[src/rtl/speed_meas_pkg.sv]
// Shared definitions for the speed measurement controller: parameter
// defaults, controller state encoding and a small width helper.
package speed_meas_pkg;

    localparam int N_DEF        = 20;
    localparam int PRESCALE_DEF = 1000;
    localparam int K_DEF        = 14400;

    typedef enum logic [2:0] {
        IDLE,
        LOAD,
        START,
        WAIT_DONE,
        PUBLISH
    } state_e;

    // Counter width for a modulus, never below one bit.
    function automatic int clog2_min1(input int value);
        return (value > 1) ? $clog2(value) : 1;
    endfunction

endpackage

[src/rtl/pulse_sync_edge.sv]
// Two-flop synchroniser for the raw sensor pulse followed by a registered
// rising-edge detector; the edge pulse appears three clocks after the input rises.
module pulse_sync_edge (
    input  logic clk,
    input  logic reset_n,
    input  logic pulse_i,
    output logic edge_o
);

    // [0],[1] are the synchroniser stages, [2] holds the previous synced level.
    logic [2:0] sync_q;
    logic       edge_q;

    // Shift the pulse through the synchroniser and register the rising edge.
    always_ff @(posedge clk or negedge reset_n) begin
        if (!reset_n) begin
            sync_q <= '0;
            edge_q <= 1'b0;
        end else begin
            sync_q <= {sync_q[1:0], pulse_i};
            edge_q <= sync_q[1] & ~sync_q[2];
        end
    end

    assign edge_o = edge_q;

endmodule

[src/rtl/speed_meas_ctrl.sv]
// Measures the period between sensor edges in prescaled ticks and drives an
// external divider to turn it into speed = K / period.  A missing edge for
// TIMEOUT_TICKS reports speed 0 once and waits for a fresh arming edge.
module speed_meas_ctrl
    import speed_meas_pkg::*;
#(
    parameter int N             = N_DEF,
    parameter int PRESCALE      = PRESCALE_DEF,
    parameter int K             = K_DEF,
    parameter int TIMEOUT_TICKS = (1 << N) - 1
) (
    input  logic         clk,
    input  logic         reset_n,
    input  logic         pulse_in,
    output logic [N-1:0] dividend,
    output logic [N-1:0] divisor,
    output logic         sen1,
    output logic         sen2,
    input  logic [N-1:0] div_q,
    input  logic         div_done,
    output logic [N-1:0] speed,
    output logic         speed_valid,
    output logic         overrun
);

    localparam int           PW       = clog2_min1(PRESCALE);
    localparam logic [PW-1:0] PRE_LAST = PW'(PRESCALE - 1);
    localparam logic [N-1:0]  TO_LIM   = N'(TIMEOUT_TICKS);

    logic          edge_pulse;
    logic [PW-1:0] pre_q;
    logic [N-1:0]  cnt_q, period_q, divisor_q, speed_q;
    logic          armed_q, pending_q, to_pend_q, overrun_q;
    logic          sen1_q, sen2_q, valid_q, done_prev_q, fresh_q;
    state_e        state_q;

    logic          tick, timeout_hit, take_period, take_timeout, done_rise;
    logic [N-1:0]  cnt_d, period_d;

    pulse_sync_edge u_sync (
        .clk     (clk),
        .reset_n (reset_n),
        .pulse_i (pulse_in),
        .edge_o  (edge_pulse)
    );

    // A tick landing on the same clock as an edge still belongs to the period
    // that edge closes, so the latched value uses the incremented count.
    assign tick         = (pre_q == PRE_LAST);
    assign cnt_d        = (tick && cnt_q != TO_LIM) ? cnt_q + N'(1) : cnt_q;
    assign period_d     = (cnt_d == '0) ? N'(1) : cnt_d;
    assign timeout_hit  = armed_q && !edge_pulse && (cnt_d == TO_LIM);
    assign take_period  = (state_q == IDLE) && pending_q;
    assign take_timeout = (state_q == IDLE) && !pending_q && to_pend_q;
    assign done_rise    = div_done && !done_prev_q;

    // Prescaler, tick counter, arming, period capture and overrun tracking.
    always_ff @(posedge clk or negedge reset_n) begin
        if (!reset_n) begin
            pre_q     <= '0;
            cnt_q     <= '0;
            period_q  <= '0;
            armed_q   <= 1'b0;
            pending_q <= 1'b0;
            to_pend_q <= 1'b0;
            overrun_q <= 1'b0;
        end else begin
            if (take_timeout) to_pend_q <= 1'b0;
            if (edge_pulse) begin
                pre_q   <= '0;
                cnt_q   <= '0;
                armed_q <= 1'b1;
                if (armed_q) begin
                    period_q  <= period_d;
                    pending_q <= 1'b1;
                    // Only a period the FSM is not taking right now is lost.
                    if (pending_q && !take_period) overrun_q <= 1'b1;
                end
            end else begin
                pre_q <= tick ? '0 : pre_q + PW'(1);
                if (take_period) pending_q <= 1'b0;
                if (timeout_hit) begin
                    cnt_q     <= '0;
                    armed_q   <= 1'b0;
                    to_pend_q <= 1'b1;
                end else if (armed_q) begin
                    cnt_q <= cnt_d;
                end
            end
        end
    end

    // Divider handshake FSM with registered outputs; a pending period takes
    // precedence over a deferred timeout since it was captured earlier.
    always_ff @(posedge clk or negedge reset_n) begin
        if (!reset_n) begin
            state_q     <= IDLE;
            divisor_q   <= '0;
            speed_q     <= '0;
            sen1_q      <= 1'b0;
            sen2_q      <= 1'b0;
            valid_q     <= 1'b0;
            done_prev_q <= 1'b0;
            fresh_q     <= 1'b0;
        end else begin
            valid_q     <= 1'b0;
            done_prev_q <= div_done;
            case (state_q)
                IDLE: begin
                    if (pending_q) begin
                        divisor_q <= period_q;
                        sen1_q    <= 1'b1;
                        state_q   <= LOAD;
                    end else if (to_pend_q) begin
                        speed_q <= '0;
                        valid_q <= 1'b1;
                    end
                end
                LOAD: begin
                    fresh_q <= 1'b0;
                    sen2_q  <= 1'b1;
                    state_q <= START;
                end
                START: begin
                    if (done_rise) fresh_q <= 1'b1;
                    state_q <= WAIT_DONE;
                end
                WAIT_DONE: begin
                    // A done level left over from the previous divide is ignored.
                    if (done_rise || fresh_q) begin
                        sen1_q  <= 1'b0;
                        sen2_q  <= 1'b0;
                        state_q <= PUBLISH;
                    end
                end
                PUBLISH: begin
                    speed_q <= div_q;
                    valid_q <= 1'b1;
                    state_q <= IDLE;
                end
                default: state_q <= IDLE;
            endcase
        end
    end

    assign dividend    = N'(K);
    assign divisor     = divisor_q;
    assign sen1        = sen1_q;
    assign sen2        = sen2_q;
    assign speed       = speed_q;
    assign speed_valid = valid_q;
    assign overrun     = overrun_q;

endmodule
[config.mk]
export PLATFORM = sky130hd
export DESIGN_NAME = speed_meas_ctrl
export DESIGN_NICKNAME = d
export VERILOG_FILES = /design/src/rtl/speed_meas_pkg.sv /design/src/rtl/pulse_sync_edge.sv /design/src/rtl/speed_meas_ctrl.sv
export SDC_FILE = /design/constraint.sdc
export NUM_CORES = 1
export LEC_CHECK = 0
export BUFFER_PORTS_ARGS = -buffer_cell sky130_fd_sc_hd__buf_2
export CAP_MARGIN = 20
export CORE_MARGIN = 5
export CORE_UTILIZATION = 55
export CTS_BUF_LIST = sky130_fd_sc_hd__clkbuf_2 sky130_fd_sc_hd__clkbuf_4 sky130_fd_sc_hd__clkbuf_8
export DETAILED_ROUTE_END_ITERATION = 6
export PLACE_DENSITY = 0.87
export SLEW_MARGIN = 20
export SYNTH_ARGS = -nofsm -noshare
export SYNTH_HDL_FRONTEND = slang
export SYNTH_SLANG_ARGS = --single-unit
[constraint.sdc]
create_clock -name clk -period 4 [get_ports clk]
set_input_delay 0.6 -clock clk [delete_from_list [all_inputs] [get_ports clk]]
set_output_delay 0.6 -clock clk [all_outputs]
set_load 0.005 [all_outputs]
# Yosys cells after proc, flatten, opt, wreduce, memory -nomap -nowiden
# Index checks and enable logic that the tools add are counted.
# op_classes
n_eq_ne,13
add_sub_neg,2
muxes,30
reduce_logical,31
bitwise,2
# op_table
op,count
$mux W20,7
$pmux W20 S2,1
$add A20 B1 Y20 const B,1
$eq A20 B20 Y1 const B,1
$logic_not A20 Y1,1
$mux W10,2
$ne A20 B20 Y1 const B,1
$mux W1,13
$ne A2 B2 Y1 const B,6
$pmux W3 S4,1
$reduce_and A2 Y1,6
$reduce_bool A2 Y1,6
$add A10 B1 Y10 const B,1
$eq A10 B10 Y1 const B,1
$reduce_and A3 Y1,3
$logic_and A1 B1 Y1,8
$pmux W1 S2,4
$eq A3 B2 Y1 const B,2
$mux W3,2
$logic_not A1 Y1,4
$eq A3 B1 Y1 const B,1
$eq A3 B3 Y1 const B,1
$logic_not A3 Y1,1
$reduce_bool A3 Y1,1
3 further kinds,3
# word_totals
out_inout_bits,64
in_bits,24
reg_bits,106
word_cells,95

# Longest topological paths before layout
# depth
depth_word,7
ltp_mapped,10
mapped_depth_nobuf,8

# By module
# Synthesis repeated with hierarchy kept, for this count alone.
# unflattened
cells_unflattened,493
hier_area_um2,5154.9
# by_module_without_submodules
module,cells_per_inst,n_inst,area_each_um2
speed_meas_ctrl,488,1,5041.1
pulse_sync_edge,5,1,113.9

# Worst setup path after synthesis
# Ideal clock, no wire load.
# synth_timing
path_type,reg2reg
start,register cnt_q[0]
end,register cnt_q[1]
setup_time_ns,0.145
t_required_ns,3.855
arrival_time_ns,2.726
slack_ns,1.130
path_buffers,1
path_stages_with_launch,10
synth_period_minus_slack_ns,2.870
path_cell_list,dfrtp_1 > ha_1 > nand4_4 > or3_1 > buf_6 > o211ai_1 > xor2_1 > or4_1 > nor4_2 > o31ai_1
# synth_between
elab_chain_cells,7
elab_cells_between_ends,10
classes_between,add/sub (1); eq/ne (2); mux (4); reduce/logical (3)
# synth_lines
item,line_no,text
start: declaration,speed_meas_ctrl.sv:32,"logic [N-1:0] cnt_q, period_q, divisor_q, speed_q;"
start signal: assignment,speed_meas_ctrl.sv:87,cnt_q <= cnt_d;
"parallel branches: the longest is 2 deep, another holds $add A20 B1 Y20",-,
$mux W20 *,speed_meas_ctrl.sv:50,assign cnt_d = (tick && cnt_q != TO_LIM) ? cnt_q + N'(1) : cnt_q;
$eq A20 B20 Y1,speed_meas_ctrl.sv:52,assign timeout_hit = armed_q && !edge_pulse && (cnt_d == TO_LIM);
$logic_and A1 B1 Y1,speed_meas_ctrl.sv:52,
$mux W20,speed_meas_ctrl.sv:82,if (timeout_hit) begin
$mux W20,speed_meas_ctrl.sv:69,if (edge_pulse) begin
# Mark *: on every way between the ends. The select of a mux whose other input is x is not followed.
# A chain may end at the register's enable or synchronous reset.

# Worst setup path in the final report
# layout_timing
start,register cnt_q[0]
end,register cnt_q[7]
# Same word-level chain as after synthesis.

==> flow_summary.json <==
{
  "drtAntennaViolNets": 0,
  "drc": 0,
  "finalSetupTns_ps": 0,
  "setup_violations": 0,
  "cts.clk_slew.worst_paths_ps": 110,
  "start_util_pct": 55.5,
  "die_h_um": 109,
  "ys_seq_area_share_pct": 49.5,
  "netlist_instances": 505,
  "areaGrowthSynthToFinish_pct": 9.68,
  "fillCellCount": 839,
  "power_density_nw_per_um2": 434,
  "avgViaCountPerCell": 5.89,
  "report.final.slew_viol_count": 0,
  "clock-sinks": 106,
  "drt_wl_total_mm": 12.2,
  "root_buffer": "clkbuf_8",
  "peakVddDrop_v": 0.000353,
  "syn_area_um2": 5350,
  "track_usage_pct": 21.3,
  "ys_ff_latch": 106,
  "cap_viol_max_count": 0,
  "fmax_ghz": 0.308,
  "clock_latency_ps": 370,
  "cts_setup_buffers": 0,
  "timing_hold_violations_final": 0,
  "dp_hpwl_mm": 8.69,
  "finalCritPeriodShare_pct": 81.2,
  "grt_overflow_total": 0,
  "synth_area_per_cell_um2": 10.6,
  "grt_pass1_vias": 3931,
  "run_status": "complete, no violations",
  "tritoncts": "done",
  "min_path_type": "in -> reg",
  "num_antenna_cells": 0,
  "arrival_ps": 3470,
  "first_pass_iters": 5,
  "fin_nets": 586,
  "cts_made_buffers": 9,
  "cts_max_level": 3,
  "p_leak_nw": 2.73,
  "dr_total_vias": 4102,
  "async_reset_ff_share_pct": 100,
  "gp_congestion": 0.943,
  "wl_per_cell_um": 17.5,
  "min_period_ps": 3250,
  "grt_pass1_wl_mm": 19.8,
  "grt_setup_unrepaired": "no",
  "crit_path_start_kind": "register",
  "slew_headroom_pct": 26.8,
  "grt_max_degree": 75,
  "die_width_um": 109,
  "worstPathRequired_ps": 4220,
  "ys_types": 66,
  "whs_ps": 334,
  "dieArea_um2": 11800,
  "ctsResizeCount": 0,
  "io_pins": 88,
  "critPathKind": "reg -> reg",
  "cts_hold_buf": 0,
  "fp.coreArea_um2": 9640,
  "cp-end-kind": "register",
  "rows": 36,
  "tightest_slew_ps": 1090,
  "final.setup_skew_ps": 16.5,
  "antenna_found_initial": 0,
  "clockBufferDepth": 2,
  "drt_first_iter_violations": 252,
  "cp_max_fo": 19,
  "drive_above_1_share_pct": 24.1,
  "ys.flop_type": "dfrtp_1",
  "portBuffers": 67,
  "ys_warn_count": 0,
  "synth_edf_count": 0
}
==> through the flow <==
| step | total power [W] | instance area [µm²] | setup WS [ps] | std cells | utilization, % |
|---|---|---|---|---|---|
| floorplan | 0.00171 | 5420 | 1130 | 523 | - |
| finish | 0.00255 | 5870 | 751 | 697 | 60.9 |
| detailed placement | 0.00194 | 5690 | 842 | 682 | 59.0 |
| global route | 0.00269 | 5870 | 519 | 697 | 60.9 |
| global placement | 0.00191 | 5690 | 921 | 682 | 59.0 |
| CTS | 0.00257 | 5870 | 815 | 697 | 60.9 |
==> worst max-delay path, stage by stage (launching register included) <==
cell and delay (ps):
dfrtp_1 480, ha_1 280, nand4_4 190, or3_1 550
o21ai_0 440, xnor2_1 260, o221ai_2 190, nor4_4 230
buf_4 340, o32ai_1 130
==> cells in the final DEF, fill, tap and decap left out, types with 4 or more instances in the layout <==
master / instances
a21oi_1: 6
a22o_1: 20
a31oi_1: 4
and3_1: 9
and4_1: 6
buf_2: 66
buf_4: 10
clkbuf_8: 10
conb_1: 20
dfrtp_1: 106
inv_1: 6
mux2_2: 22
mux2i_1: 5
nand2_1: 41
nand2b_1: 9
nand3_1: 17
nand4_1: 10
nor2_1: 41
nor3_1: 14
nor3b_1: 4
nor4_1: 7
o211ai_1: 6
o21ai_0: 22
o31ai_1: 8
o31ai_2: 8
o32ai_1: 4
or3_1: 4
xnor2_1: 14
xor2_1: 13
==> routing by layer <==
metal / share of wire [%] / global-route usage (%) / up-vias / wire [µm]
li1: - / - / 1905 / -
met1: 45 / 29.4 / 2010 / 5470
met2: 47 / 33.8 / 154 / 5710
met3: 5.9 / 4.26 / 33 / 717
met4: 2.5 / 7.57 / 0 / 308
met5: 0 / 0 / - / 0
==> cell usage after synthesis, drive strengths merged (7+ instances only) <==
master | count | area (µm²)
o31ai | 16 | 160
nor4 | 9 | 77.6
buf | 31 | 231
nand3 | 17 | 85.1
nand4 | 13 | 109
mux2 | 22 | 248
xor2 | 13 | 114
dfrtp | 106 | 2650
clkbuf | 19 | 75.1
and3 | 9 | 56.3
nand2b | 9 | 56.3
nor3 | 15 | 86.3
a22o | 20 | 175
nor2 | 42 | 160
and4 | 7 | 63.8
xnor2 | 14 | 123
o21ai | 25 | 133
nand2 | 41 | 154
==> path summary, 6_finish.rpt <==
check,startpoint,endpoint,slack (ps),cells past startpoint
max,cnt_q[0]$_DFFE_PN0P_,cnt_q[7]$_DFFE_PN0P_,750,9
min,div_done,done_prev_q$_DFF_PN0_,330,1
max reg2reg,cnt_q[0]$_DFFE_PN0P_,cnt_q[7]$_DFFE_PN0P_,750,9
min reg2reg,u_sync.sync_q[0]$_DFF_PN0_,u_sync.sync_q[1]$_DFF_PN0_,370,0
max in group asynchronous,reset_n,pre_q[1]$_DFF_PN0_,2830,2
min in group asynchronous,reset_n,divisor[1]$_DFFE_PN0P_,340,1
==> kinds of logic (layout without fill, tap and decap cells) <==
logic type | count (synthesis) | count (layout) | synth area share (%)
buffers and inverters | 56 | 97 | 6.15
flip-flops | 106 | 106 | 49.5
AO/OA/AOI/OAI | 103 | 103 | 15.1
multiplexers | 27 | 27 | 5.56
other | 2 | 20 | 0.140
XOR/XNOR | 27 | 27 | 4.42
adder cells (fa/ha/maj) | 2 | 2 | 0.467
AND/OR/NAND/NOR | 182 | 182 | 18.6
==> sequential cells by signal (all words and copies together), names as in the netlist <==
signal	count
pre_q	10
overrun	1
to_pend_q	1
u_sync.sync_q	3
sen1	1
divisor	20
u_sync.edge_o	1
period_q	20
speed	20
done_prev_q	1
state_q	3
cnt_q	20
fresh_q	1
speed_valid	1
armed_q	1
sen2	1
pending_q	1
==> layout make-up <==
cell class / count / area [µm²] / area share [%]
Clock buffer: 10 / 138 / 2.34
Clock inverter: 5 / 47.5 / 0.810
Inverter: 6 / 22.5 / 0.384
Multi-Input combinational cell: 361 / 2440 / 41.6
Sequential cell: 106 / 2650 / 45.2
Tap cell: 133 / 166 / 2.83
Timing Repair Buffer: 76 / 405 / 6.90
==> power breakdown <==
group	total (W)	internal [W]	switching, W
Sequential	0.00136	0.00124	0.000122
Combinational	0.000546	0.000287	0.000259
Clock	0.000637	0.000254	0.000383
Total	0.00255	0.00178	0.000765
Power figures use the tool's default switching activity.
